<file path="config.mk">
export PLATFORM = sky130hd
export DESIGN_NAME = iommu_msi_sched
export DESIGN_NICKNAME = d
export VERILOG_FILES = /design/src/rtl/iommu_ig_pkg.sv /design/src/rtl/iommu_ig_rr_arb.sv /design/src/rtl/iommu_msi_sched.sv
export SDC_FILE = /design/constraint.sdc
export NUM_CORES = 1
export LEC_CHECK = 0
export ABC_CLOCK_PERIOD_IN_PS = 2580
export BUFFER_PORTS_ARGS = -buffer_cell sky130_fd_sc_hd__buf_2
export CAP_MARGIN = 0
export CORE_MARGIN = 5
export CORE_UTILIZATION = 35
export CTS_CLUSTER_DIAMETER = 120
export DETAILED_ROUTE_END_ITERATION = 10
export PLACE_DENSITY = 0.66
export SLEW_MARGIN = 20
export SYNTH_ARGS = -nofsm -noshare
export SYNTH_HDL_FRONTEND = slang
export SYNTH_SLANG_ARGS = --single-unit
</file>
<file path="constraint.sdc">
create_clock -name clk_i -period 2.58 [get_ports clk_i]
set_clock_uncertainty 0.15 [all_clocks]
set_input_delay 0.129 -clock clk_i [delete_from_list [all_inputs] [get_ports clk_i]]
set_output_delay 0.129 -clock clk_i [all_outputs]
set_load 0.02 [all_outputs]
</file>
<file path="src/rtl/iommu_ig_pkg.sv">
// Shared types and constants for the IOMMU interrupt-generation (MSI) scheduler.
package iommu_ig_pkg;

    typedef enum logic [1:0] {
        SRC_CQ  = 2'd0,
        SRC_FQ  = 2'd1,
        SRC_HPM = 2'd2,
        SRC_PQ  = 2'd3
    } src_e;

    localparam int SRC_W = 2;
    localparam int N_VEC = 16;
    localparam int VEC_W = $clog2(N_VEC);

    typedef struct packed {
        logic [SRC_W-1:0] src;
        logic [VEC_W-1:0] vec;
    } msi_req_t;

    typedef enum logic [1:0] {
        IDLE = 2'd0,
        REQ  = 2'd1,
        WAIT = 2'd2
    } sched_state_e;

endpackage

</file>
<file path="src/rtl/iommu_ig_rr_arb.sv">
// Combinational round-robin pick: first eligible source at or above rr_i, wrapping modulo N.
module iommu_ig_rr_arb #(
    parameter int N = 4
) (
    input  logic [N-1:0]         eligible_i,
    input  logic [$clog2(N)-1:0] rr_i,
    output logic [$clog2(N)-1:0] gnt_o,
    output logic                 valid_o
);

    always_comb begin
        int                   idx;
        logic [$clog2(N)-1:0] idx_w;
        gnt_o   = '0;
        valid_o = 1'b0;
        idx     = 0;
        idx_w   = '0;
        // Walk offsets from farthest to nearest so the nearest eligible source wins.
        for (int off = N - 1; off >= 0; off--) begin
            idx = int'(rr_i) + off;
            if (idx >= N) begin
                idx = idx - N;
            end
            idx_w = ($clog2(N))'(idx);
            if (eligible_i[idx_w]) begin
                gnt_o   = idx_w;
                valid_o = 1'b1;
            end
        end
    end

endmodule

</file>
<file path="src/rtl/iommu_msi_sched.sv">
// MSI scheduler: edge-detects pending bits, holds masked messages, and issues one
// round-robin-arbitrated {src,vec} request at a time to the MSI write engine.
module iommu_msi_sched #(
    parameter int  N_SRC = 4,
    parameter int  N_VEC = 16,
    localparam int VEC_W = $clog2(N_VEC)
) (
    input  logic                       clk_i,
    input  logic                       rst_i,
    input  logic                       msi_en_i,
    input  logic [N_SRC-1:0]           ip_i,
    input  logic [N_SRC*VEC_W-1:0]     iv_i,
    input  logic [N_VEC-1:0]           vec_masked_i,
    output logic                       req_valid_o,
    output logic [$clog2(N_SRC)-1:0]   req_src_o,
    output logic [VEC_W-1:0]           req_vec_o,
    input  logic                       req_ready_i,
    input  logic                       done_i,
    input  logic                       err_i,
    output logic [N_SRC-1:0]           pend_o,
    output logic                       busy_o,
    output logic                       msi_error_o
);

    import iommu_ig_pkg::*;

    localparam int SRC_BITS = $clog2(N_SRC);

    sched_state_e          state_q, state_d;
    logic [N_SRC-1:0]      ip_q;
    logic [N_SRC-1:0]      pend_q, pend_d;
    logic [N_SRC-1:0]      pend_clr;
    logic [N_SRC-1:0]      evt;
    logic [N_SRC-1:0]      elig;
    logic [SRC_BITS-1:0]   rr_q, rr_d;
    logic [SRC_BITS-1:0]   src_q, src_d;
    logic [VEC_W-1:0]      vec_q, vec_d;
    logic [SRC_BITS-1:0]   gnt;
    logic                  gnt_valid;
    logic [VEC_W-1:0]      iv_arr [N_SRC];

    // Edge events are qualified by msi_en_i; an edge while disabled is simply lost.
    assign evt = ip_i & ~ip_q & {N_SRC{msi_en_i}};

    generate
        for (genvar gi = 0; gi < N_SRC; gi++) begin : g_src
            assign iv_arr[gi] = iv_i[gi*VEC_W +: VEC_W];
            assign elig[gi]   = pend_q[gi] & ~vec_masked_i[iv_arr[gi]] & msi_en_i;
        end
    endgenerate

    iommu_ig_rr_arb #(
        .N (N_SRC)
    ) u_arb (
        .eligible_i (elig),
        .rr_i       (rr_q),
        .gnt_o      (gnt),
        .valid_o    (gnt_valid)
    );

    always_comb begin
        state_d     = state_q;
        rr_d        = rr_q;
        src_d       = src_q;
        vec_d       = vec_q;
        pend_clr    = '0;
        msi_error_o = 1'b0;
        case (state_q)
            IDLE: begin
                if (gnt_valid) begin
                    src_d         = gnt;
                    vec_d         = iv_arr[gnt];
                    pend_clr[gnt] = 1'b1;
                    rr_d          = (gnt == SRC_BITS'(N_SRC - 1)) ? '0 : gnt + SRC_BITS'(1);
                    state_d       = REQ;
                end
            end
            REQ: begin
                if (req_ready_i) begin
                    state_d = WAIT;
                end
            end
            WAIT: begin
                if (done_i) begin
                    msi_error_o = err_i;
                    state_d     = IDLE;
                end
            end
            default: state_d = IDLE;
        endcase
        // A new event in the grant cycle wins over the clear, so a second MSI follows.
        pend_d = (pend_q & ~pend_clr) | evt;
    end

    always_ff @(posedge clk_i) begin
        if (rst_i) begin
            state_q <= IDLE;
            ip_q    <= '0;
            pend_q  <= '0;
            rr_q    <= '0;
            src_q   <= '0;
            vec_q   <= '0;
        end else begin
            state_q <= state_d;
            ip_q    <= ip_i;
            pend_q  <= pend_d;
            rr_q    <= rr_d;
            src_q   <= src_d;
            vec_q   <= vec_d;
        end
    end

    assign req_valid_o = (state_q == REQ);
    assign req_src_o   = src_q;
    assign req_vec_o   = vec_q;
    assign pend_o      = pend_q;
    assign busy_o      = (state_q != IDLE);

endmodule

</file>
==> run_results.csv, run 1 <==
group,metric,value,unit
status,status,"complete, no violations",
placed_design,dp.cells,276,
setup_path,crit_path_end,"pend_o[0]$_SDFF_PP0_",
synth,synth_top_area_share,23.5,%
sta,fin_crit,2470,ps
pwr,cellPowerDensity,390,mW/mm^2
layout,drive_gt1_share,44.9,%
global_route,grt.overflow.total,0,
setup_path,r2r_start,"rr_q[1]$_SDFFE_PP0P_",
synth,ys_top_cells_by_area,"dfxtp_1 (24%), mux4_2 (15%), mux2i_1 (11%)",
synth,syn_area,0.00153,sq mm
pwr,p_leak,0.955,nW
worst_hold_path,hp-class,"in2reg",
synth,yosysTopAreaCell,"dfxtp_1",
global_route,antenna_found_initial,0,
sta,rsz0062_at_grt,"false",
sta,worst_slew_pin_slew,447,ps
setup_path,worst-setup-path-type,"in2reg",
floorplan,io_pins,55,
pwr,p_int,0.575,mW
layout,fillers,430,
floorplan,chipWidth,76.2,um
setup_path,cp.arrival,2500,ps
setup_path,rrSetupSlack,390,ps
sta,maxSlewViolCount,0,
clock_network,cts_sinks,18,
synth,synth_edf_count,0,
global_route,grt_pass1_vias,1632,
route,antenna_left,0,
setup_path,cp-start-kind,"input port",
setup_path,timing.rr.end,"req_vec_o[1]$_SDFFE_PP0P_",
synth,ys_seq_elements,18,
layout,final_nets,281,
floorplan,start_util,35.7,%
route,drt-pass1-iter-count,4,
setup_path,reg2reg_depth,8,
synth,synth_area_per_cell,9.75,sq um
global_route,grt_max_degree,16,
synth,postSynthCellCount,157,
pwr,ir_drop,0.296,mV
pwr,clkPwrFrac,27.6,%
placed_design,gp_congestion,0.904,
clock_network,cts_root_buf,"clkbuf_8",
layout,post-route-util,48.8,%
route,drtIter0Drc,107,
sta,finalCritPeriodShare,95.6,%
floorplan,core,0.00429,sq mm
route,wire_per_inst,15.5,um
layout,areaGrowthSynthToFinish,36.9,%
job,cap_violations,0,
synth,synth_warnings,0,
floorplan,die_y,76.2,um
clock_network,cts_inserted_buffers,3,
clock_network,htree_levels,1,
clock_network,cts_max_path_buffers,2,
clock_network,clkTransAtPathRegs,60,ps
floorplan,die-area,0.00580,sq mm
placed_design,numPortBuffers,54,
synth,synth_ff_type,"dfxtp_1",
synth,syn_nets,203,
pwr,p_sw_share,29.7,%
setup_path,crit_start,"iv_i[6]",
sta,timing.fmax,405,MHz
clock_network,clk_latency,250,ps
route,remaining_drc_errors,0,
setup_path,cp_max_fo,5,
global_route,grt.total_usage,15.6,%
setup_path,cp-end-kind,"flop",
layout,layout.cells.non_filler,286,
placed_design,dp_hpwl,3720,um
sta,final_hold_viol_count,0,
clock_network,cts_tree,"built",
setup_path,crit_required,2610,ps
route,vias,1544,
route,drt-total-wl,4430,um
pwr,p_sw,0.243,mW
pwr,seq_power_share,37.5,%
route,viasPerCell,5.40,
synth,seq_area_frac_synth,23.5,%
pwr,p_comb_share,34.9,%
sta,maxSlewHeadroom,69.9,%
floorplan,row_count,24,
synth,synth.distinct_cells,39,
sta,setup_viol,0,
layout,insertedDiodeCount,0,
global_route,grt_pass1_wl,7700,um
synth,synthArstFlopShare,0,%
==> cells in the mapped netlist, drive strengths merged (2+ instances only) <==
| library cell | instances |
|---|---|
| nor2b | 7 |
| o31a | 2 |
| nand4 | 2 |
| ha | 4 |
| nand3b | 6 |
| or2 | 2 |
| mux2i | 17 |
| a31oi | 3 |
| nand2b | 2 |
| o221ai | 4 |
| buf | 6 |
| dfxtp | 18 |
| o21ai | 7 |
| mux4 | 14 |
| clkbuf | 3 |
| nand2 | 9 |
| inv | 9 |
| nand3 | 8 |
| a21oi | 11 |
| nor2 | 8 |
| a22oi | 3 |
==> repair_timing <==
action | 4_1_cts | 5_1_grt
resized for setup | 0 | 5
hold buffers | 5 | 0
endpoints found under the setup margin | 0 | 8
setup buffers | 0 | 1
hold endpoints to repair | 7 | 0
==> stage by stage <==
step	hold slack [ps]	worst slack [ps]	total power [mW]	TNS, ps	instance area [sq um]
floorplan	50.6	-98.4	0.471	-417	1530
global placement	210	-181	0.585	-1270	1970
detailed placement	214	-217	0.588	-1750	1970
CTS	63.7	51.0	0.824	0	2080
global route	83.5	14.9	0.873	0	2100
finish	67.0	112	0.818	0	2100
==> layer usage <==
| layer | global-route usage (%) | wire length (um) | vias up |
|---|---|---|---|
| met5 | 0 | 0 | - |
| met4 | 3.85 | 66 | 0 |
| met3 | 4.73 | 289 | 6 |
| met2 | 25.9 | 2150 | 58 |
| met1 | 19.8 | 1920 | 716 |
| li1 | - | - | 764 |
==> critical path, stage by stage <==
cell and delay, ps:
buf_4 130, mux4_2 490, mux4_2 490, or2_4 270, o31a_1 250, a21oi_2 120
and2_4 180, inv_2 40, ha_2 160, inv_1 50, o21ai_1 50, a21oi_1 130
==> power groups by stage <==
stage	registers (mW)	clock network (mW)	logic (mW)
after global routing	0.309	0.250	0.314
after floorplan	0.323	0	0.148
after CTS	0.307	0.235	0.282
after detailed placement	0.313	0	0.275
final	0.307	0.226	0.285
after global placement	0.313	0	0.273
==> final cells by class <==
type	count	area (sq um)	area share, %
Inverter	9	33.8	1.61
Sequential cell	18	360	17.2
Multi-Input combinational cell	121	1090	51.8
Clock buffer	4	55.1	2.63
Tap cell	52	65.1	3.10
Timing Repair Buffer	82	495	23.6
==> worst min-delay path by stage <==
| stage | startpoint | endpoint | cells after the start |
|---|---|---|---|
| global route | rst_i | state_q[1]$_SDFFE_PP0P_ | 2 |
| CTS | rst_i | state_q[1]$_SDFFE_PP0P_ | 2 |
| global placement | ip_i[1] | ip_q[1]$_SDFF_PP0_ | 2 |
| floorplan | rst_i | ip_q[0]$_SDFF_PP0_ | 1 |
| detailed placement | ip_i[0] | ip_q[0]$_SDFF_PP0_ | 2 |
| finish | rst_i | state_q[1]$_SDFFE_PP0P_ | 2 |
==> sequential cells by signal (all words and copies together), names as in the netlist <==
register,cells
ip_q,4
pend_o,4
req_src_o,2
req_vec_o,4
rr_q,2
state_q,2
==> cells in the final DEF, fill, tap and decap left out, types with 6 or more instances in the layout <==
master,instances
a21oi_1,10
nand2_1,9
dfxtp_1,18
buf_2,53
nand3b_1,6
mux4_2,14
nor2_1,8
nor2b_1,7
mux2i_1,17
inv_1,8
nand3_1,8
buf_4,24
==> kinds of logic after synthesis <==
logic type                 count (synthesis)  share of synthesized area (%)
AOI/OAI and AO/OA                         37                           16.8
adders and majority gates                  4                           3.27
muxes                                     31                           32.7
DFF                                       18                           23.5
and+or+nand+nor                           49                           18.1
buffers and inverters                     18                           5.64
No activity file was read; power rests on OpenSTA's default activity.
==> run 2: changes to the inputs <==
Settings changed: BUFFER_PORTS_ARGS -buffer_cell sky130_fd_sc_hd__buf_2 to not set, CORE_MARGIN 5 to 4, DONT_BUFFER_PORTS set to 1, PLACE_DENSITY 0.66 to 0.55.
==> run 2 against run 1 <==
Net effect:
- sequential share of layout area up 1.5 points
- die area down 5.2%
- fmax up 3.8%
- via count down 9.3%
- combinational power down 27%
- critical endpoint unchanged
- largest power group unchanged
==> run_results.csv, run 2 (synthesized netlist as in run 1, its figures left out) <==
group,metric,value,unit
pwr,ir_drop,0.190,mV
route,remaining_drc_errors,0,
route,drtIter0Drc,46,
status,status,"complete, no violations",
clock_network,cts_tree,"built",
floorplan,die_y,74.2,um
setup_path,crit_path_cell_trace,"mux4_2 -> mux4_2 -> or2_4 -> o31a_1 -> a21oi_2 -> and2_4 -> inv_2 -> ha_2 -> inv_1 -> o21ai_1 -> a21oi_1",
setup_path,cp_common_cell,"mux4_2",
sta,maxSlewHeadroom,60.3,%
setup_path,crit_start,"iv_i[6]",
setup_path,cp.arrival,2410,ps
clock_network,cts_max_path_buffers,2,
route,vias,1400,
layout,drive_gt1_share,19.3,%
global_route,antenna_found_initial,0,
global_route,grt_pass1_wl,7330,um
setup_path,cp-end-kind,"flop",
route,drt-total-wl,4490,um
sta,tns,0,ps
floorplan,io_pins,55,
layout,final_nets,234,
placed_design,dp_hpwl,3490,um
layout,areaGrowthSynthToFinish,26.1,%
global_route,grt.overflow.total,0,
floorplan,die-area,0.00550,sq mm
floorplan,core,0.00412,sq mm
worst_hold_path,min-delay-start,"msi_en_i",
route,drt-pass1-iter-count,4,
placed_design,gp_congestion,0.880,
sta,setup_viol,0,
placed_design,pre_cts_ws,-44.4,ps
clock_network,cts_hold_buf,27,
floorplan,row_count,23,
sta,worst_slew_pin_slew,594,ps
worst_hold_path,hp-class,"in2reg",
sta,timing.fmax,420,MHz
global_route,grt.total_usage,16.8,%
floorplan,start_util,37.2,%
layout,insertedDiodeCount,0,
layout,fillers,403,
setup_path,r2r_start,"rr_q[1]$_SDFFE_PP0P_",
clock_network,post-cts-setup-buffer-count,0,
clock_network,cts_inserted_buffers,3,
clock_network,cts_sinks,18,
sta,maxSlewViolCount,0,
layout,layout_commonest_cell,"dlygate4sd3_1",
setup_path,cp-start-kind,"input port",
setup_path,crit_required,2610,ps
setup_path,critPathSlowestCell,"mux4_2",
route,wire_per_inst,18.9,um
setup_path,cp_max_fo,5,
sta,final_hold_viol_count,0,
global_route,grt_max_degree,16,
pwr,p_leak,0.745,nW
clock_network,htree_levels,1,
floorplan,chipWidth,74.2,um
sta,fin_crit,2380,ps
placed_design,numPortBuffers,0,
job,cap_violations,0,
route,antenna_left,0,
sta,hold_ws,298,ps
route,viasPerCell,5.91,
sta,setup_slack,202,ps
layout,post-route-util,46.9,%
clock_network,ctsResizeCount,0,
clock_network,clk_latency,250,ps
global_route,grt_pass1_vias,1565,
clock_network,clkTransAtPathRegs,70,ps
setup_path,cpPeakStageDelay,500,ps
pwr,cellPowerDensity,394,mW/mm^2
clock_network,cts_root_buf,"clkbuf_8",
layout,layout_common_cells,"dlygate4sd3_1 (27), dfxtp_1 (18), mux2i_1 (17), mux4_2 (14), a21oi_1 (10)",
sta,finalCritPeriodShare,92.2,%
sta,rsz0062_at_grt,"false",
setup_path,worst-setup-path-type,"in2reg",
## run 2: cell count changes in the layout (fill, tap and decap cells not counted), sizes merged
cell	before	now
buf	77	8
dlygate4sd3	5	27
## run 2: through the flow
stage	area [sq um]	power [mW]	instances
after floorplan	1530	0.471	157
after global placement	1610	0.492	206
after detailed placement	1610	0.496	206
after CTS	1930	0.765	237
after global routing	1930	0.797	237
final	1930	0.761	237
## run 2: path summary, 6_finish.rpt
check / slack, ps / cells past startpoint / endpoint
worst max-delay path: 200 / 11 / pend_o[0]$_SDFF_PP0_
worst min-delay path: 300 / 6 / req_src_o[0]$_SDFFE_PP0P_
worst max register to register: 250 / 9 / rr_q[1]$_SDFFE_PP0P_
worst min register to register: 350 / 2 / pend_o[0]$_SDFF_PP0_
## run 2: where the power goes
group | total [mW] | internal (mW) | switching (mW)
Combinational | 0.209 | 0.124 | 0.0857
Clock | 0.233 | 0.136 | 0.0974
Sequential | 0.318 | 0.295 | 0.0227
## run 2: cell type report
class | instances | area (sq um) | area share [%]
timing repair buffer | 35 | 343 | 17.8
clock buffer | 4 | 55.1 | 2.85
sequential | 18 | 360 | 18.7
tap | 50 | 62.6 | 3.24
multi-input combinational | 121 | 1080 | 55.7
inverter | 9 | 33.8 | 1.75
## run 2: metal layers
layer	share of wire [%]	GRT usage (%)	up-vias
met5	0	0	-
met4	3.3	7.65	0
met3	9.0	4.73	13
met2	47	29.2	66
met1	41	19.1	653
li1	-	-	668
## run 2: worst max-delay path: cells and delay by family
| family | cells | cell delay (ps) |
|---|---|---|
| mux | 2 | 980 |
| compound gates | 4 | 570 |
| simple gates | 2 | 470 |
| fa+ha+maj | 1 | 170 |
| buf+inv | 2 | 90 |
